==> config.mk <==
export PLATFORM = sky130hd
export DESIGN_NAME = matrix_column_scanner
export DESIGN_NICKNAME = d
export VERILOG_FILES = /design/src/rtl/matrix_column_scanner.sv
export SDC_FILE = /design/constraint.sdc
export NUM_CORES = 1
export LEC_CHECK = 0
export CORE_MARGIN = 2
export CORE_UTILIZATION = 45
export CTS_CLUSTER_DIAMETER = 150
export DETAILED_ROUTE_END_ITERATION = 12
export GPL_TIMING_DRIVEN = 0
export MAX_ROUTING_LAYER = met4
export PLACE_DENSITY = 0.7
export SETUP_SLACK_MARGIN = 0.1
export SYNTH_ARGS = -nofsm -noshare
export SYNTH_HDL_FRONTEND = slang
export SYNTH_SLANG_ARGS = --single-unit
==> constraint.sdc <==
create_clock -name clock -period 4.72 [get_ports clock]
set_input_delay 0.472 -clock clock [delete_from_list [all_inputs] [get_ports clock]]
set_output_delay 0.472 -clock clock [all_outputs]
set_load 0.01 [all_outputs]
==> src/rtl/matrix_column_scanner.sv <==
// Time-multiplexed 7x5 LED matrix scanner: latches a whole image per frame and drives one column
// per dwell. Define MATRIX_SCAN_BLANKING_EN to darken the first BLANK_CYCLES of every dwell.
module matrix_column_scanner #(
    parameter int unsigned CLOCK_DIV    = 50000,
    parameter int unsigned BLANK_CYCLES = 16
) (
    input  logic       clock,
    input  logic       reset,
    input  logic       enable,
    input  logic [6:0] column_4,
    input  logic [6:0] column_3,
    input  logic [6:0] column_2,
    input  logic [6:0] column_1,
    input  logic [6:0] column_0,
    output logic [6:0] rows,
    output logic [4:0] columns,
    output logic       frame_start
);

    localparam int unsigned DivW = $clog2(CLOCK_DIV);
    localparam logic [DivW-1:0] DivMax = DivW'(CLOCK_DIV - 1);

    typedef enum logic [0:0] {StIdle, StScan} state_e;

    state_e          state_q, state_d;
    logic [2:0]      col_idx_q, col_idx_d;
    logic [DivW-1:0] div_count_q, div_count_d;
    logic [6:0]      frame_buf_q [5];
    logic [6:0]      frame_buf_d [5];
    logic            capture;

    always_ff @(posedge clock) begin
        if (reset) begin
            state_q     <= StIdle;
            col_idx_q   <= 3'd4;
            div_count_q <= '0;
            for (int i = 0; i < 5; i++) begin
                frame_buf_q[i] <= 7'h7f;
            end
        end else begin
            state_q     <= state_d;
            col_idx_q   <= col_idx_d;
            div_count_q <= div_count_d;
            for (int i = 0; i < 5; i++) begin
                frame_buf_q[i] <= frame_buf_d[i];
            end
        end
    end

    always_comb begin
        state_d     = state_q;
        col_idx_d   = col_idx_q;
        div_count_d = div_count_q;
        capture     = 1'b0;
        unique case (state_q)
            StIdle: begin
                col_idx_d   = 3'd4;
                div_count_d = '0;
                if (enable) begin
                    state_d = StScan;
                    capture = 1'b1;
                end
            end
            StScan: begin
                if (!enable) begin
                    state_d     = StIdle;
                    col_idx_d   = 3'd4;
                    div_count_d = '0;
                end else if (div_count_q == DivMax) begin
                    div_count_d = '0;
                    // Frame boundary: restart at column 4 with a freshly latched image
                    if (col_idx_q == 3'd0) begin
                        col_idx_d = 3'd4;
                        capture   = 1'b1;
                    end else begin
                        col_idx_d = col_idx_q - 3'd1;
                    end
                end else begin
                    div_count_d = div_count_q + 1'b1;
                end
            end
            default: state_d = StIdle;
        endcase

        for (int i = 0; i < 5; i++) begin
            frame_buf_d[i] = frame_buf_q[i];
        end
        if (capture) begin
            frame_buf_d[4] = column_4;
            frame_buf_d[3] = column_3;
            frame_buf_d[2] = column_2;
            frame_buf_d[1] = column_1;
            frame_buf_d[0] = column_0;
        end
    end

    // Outputs depend on registered state only, never on the live inputs
    always_comb begin
        rows        = 7'h7f;
        columns     = 5'b00000;
        frame_start = 1'b0;
        if (state_q == StScan) begin
            rows        = frame_buf_q[col_idx_q];
            columns     = 5'b00001 << col_idx_q;
            frame_start = (col_idx_q == 3'd4) && (div_count_q == '0);
`ifdef MATRIX_SCAN_BLANKING_EN
            if (32'(div_count_q) < BLANK_CYCLES) begin
                rows    = 7'h7f;
                columns = 5'b00000;
            end
`endif
        end
    end

endmodule
==> flow_summary.toml <==
[timing]
fmax_mhz = 334
maxSlewHeadroom_pct = 37.0
rsz0062_at_grt = "no"
finalCritPeriodShare_pct = 63.5
whs_ns = 0.497
tns_ns = 0
finalHoldViolCount = 0
slew_viol_final = 0
clock_skew_ns = 0.0124
finalSetupViolations = 0
worst_pin_slew_ns = 0.942
fin_crit_ns = 3.00

[cts]
post-cts-setup-buffers = 0
cts-hold-fix-buffers = 0
clock-sinks = 58
htree_levels = 3
cts_tree = "done"
cts_made_buffers = 9
cts.root.buffer_cell = "clkbuf_8"
clk_pin_slew_ns = 0.06
cts_resized = 0
ctsLongestPathBuffers = 2
clock_latency_ns = 0.34

[synth]
synth_fp_nets = 268
synth_area_mm2 = 0.00270
synthAdderAreaFrac_pct = 0.926
synth-async-reset-ratio_pct = 0
netlist_top_cells_area = "edfxtp_1, dfxtp_1, or3_1"
synthMuxAreaShare_pct = 8.80
synth-edff-count = 35
synth_top_family_by_area = "simple AND/OR/NAND/NOR gates"
ys_seq_area_share_pct = 56.0
synth_flop_cell = "edfxtp_1"
synth_area_leader_cell = "edfxtp_1"
ys_ff_latch = 58
synth.distinct_cells = 37
yosysMostFrequentCell = "or3_1"
synth_top_area_share_pct = 38.9
synth_xor_area_share_pct = 4.21
yosys_warnings = 0
synthCells = 228
synth.avg_cell_area_um2 = 11.8
synthTopCellsByCount = "or3_1, edfxtp_1, dfxtp_1, nor2_1, nand2_1"
synthSimpleGateAreaFrac_pct = 23.9
synth-compound-area-share_pct = 2.13

[die]
die_w_um = 81.5
io_pins = 51
start_util_pct = 46.2
fp.dieH_um = 81.5
coreArea_mm2 = 0.00585
row_count = 28
dieArea_mm2 = 0.00664

[critical_path]
cp-start-kind = "register"
r2r-end = "frame_buf_q[4][0]$_SDFFCE_PN1P_"
cp.buffers_inverters = 2
reg2reg_setup_slack_ns = 1.78
cp.depth = 5
critPathRequiredTime_ns = 4.25
crit_fanout = 7
r2r-start = "div_count_q[0]$_SDFF_PP0_"
cp-end-kind = "output pin"
path_class = "register to output pin"
crit_path_top_delay_cell = "mux4_2"
slowest_delay_ns = 0.62
critPathTopFamily = "buffers and inverters"
cp_data_arrival_time_ns = 2.52
crit_chain = "clkbuf_1 -> mux4_2 -> mux2i_1 -> nand2_1 -> clkdlybuf4s50_1"
worstRegToRegCells = 7

[run_status]
status = "complete, no violations"

[final_layout]
drive_above_1_share_pct = 11.2
area_delta_synth_final_pct = 29.3
finalNetCount = 329
post-route-util_pct = 59.7
diodes = 0
instances_no_fill = 369

[placement]
port_buffers = 50
routabilityCongestion = 0.800
placed_cells = 353
dp_hpwl_um = 3960

[global_routing]
grt_pass1_vias = 1796
grtUsageTotal_pct = 18.9
grt_max_degree = 36
grt_overflow_total = 0
grt_pass1_wl_um = 8780
grt_antenna_before_repair = 0

[pwr]
p_leak_nw = 1.14
power_density_mw_per_mm2 = 306
swShare_pct = 21.3
p_clk_share_pct = 40.5
seqPwrFrac_pct = 52.3
p_int_w = 0.000839
power_w = 0.00107
peakVddDrop_mv = 0.145
p_switching_w = 0.000228
p_comb_share_pct = 7.2

[route]
num_vias = 1925
via_per_inst = 5.22
wire_per_inst_um = 14.8
firstDrtPassIters = 4
initialDrtViolationCount = 107
drc = 0
final_antenna_net_count = 0
routed_wl_um = 5470

[min_path]
min_path_type = "register to register"
min_from = "div_count_q[0]$_SDFF_PP0_"
hold-path-endpoint = "div_count_q[0]$_SDFF_PP0_"
hold-path-cell-count = 1

[flow_run]
drv_cap = 0
worst max-delay path by stage:
stage	from	end	slack, ns
2_1_floorplan	div_count_q[0]$_SDFF_PP0_	frame_buf_q[0][0]$_SDFFCE_PN1P_	1.00
3_3_place_gp	div_count_q[0]$_SDFF_PP0_	frame_buf_q[4][6]$_SDFFCE_PN1P_	0.26
3_5_place_dp	div_count_q[0]$_SDFF_PP0_	frame_buf_q[3][6]$_SDFFCE_PN1P_	1.76
4_1_cts	register	rows[0]	1.67
5_1_grt	register	rows[4]	1.52
6_report	register	rows[0]	1.72
placed cells by master (no fill, tap or decap), types with 5 or more instances in the layout:
cell,Yosys,final
clkbuf_1,8,9
nor2_1,17,17
nand2_1,15,15
mux2i_1,8,8
clkdlybuf4s50_1,0,50
edfxtp_1,35,35
inv_1,6,6
nand3_1,9,9
xor2_1,7,7
nor3_1,6,6
or3_1,37,37
clkbuf_8,0,9
mux4_2,7,7
xnor2_1,6,6
dfxtp_1,23,23
nand4_1,5,5
layout make-up:
cell class / count / area [µm²]
fill: 498 / 2360
sequential: 58 / 1510
multi-input combinational: 148 / 1090
timing repair buffer: 50 / 500
clock buffer: 10 / 128
tap: 75 / 93.8
buffer: 16 / 86.3
clock inverter: 6 / 57.6
inverter: 6 / 22.5
routing by layer:
| layer | track usage [%] | wire length (µm) |
|---|---|---|
| met1 | 23.6 | 2570 |
| met2 | 28.7 | 2580 |
| met3 | 4.62 | 177 |
| met4 | 9.66 | 131 |
| met5 | - | 0 |
per-stage QoR:
stage / setup slack, ns / cell area [µm²]
finish: 1.72 / 3490
CTS: 1.67 / 3490
floorplan: 1.00 / 2700
detailed placement: 1.76 / 3310
global route: 1.52 / 3490
global placement: 0.257 / 3300
power groups by stage:
stage / registers, W / clock network, W / logic (W)
final: 0.000558 / 0.000432 / 0.0000765
after global routing: 0.000559 / 0.000463 / 0.0000831
after CTS: 0.000559 / 0.000439 / 0.0000776
after detailed placement: 0.000569 / 0 / 0.0000772
after global placement: 0.000570 / 0 / 0.0000752
after floorplan: 0.000568 / 0 / 0.0000318
registers in the layout (all words and copies together) (netlist names), named ones only:
signal / count
col_idx_q: 3
div_count_q: 16
frame_buf_q: 35
state_q: 1
cell families after synthesis:
family | Yosys count
buffers and inverters | 22
multiplexers | 15
AO/OA/AOI/OAI | 7
AND/OR/NAND/NOR | 111
flip-flops | 58
adder cells (fa/ha/maj) | 2
XOR/XNOR | 13
Power figures use the tool's default switching activity.
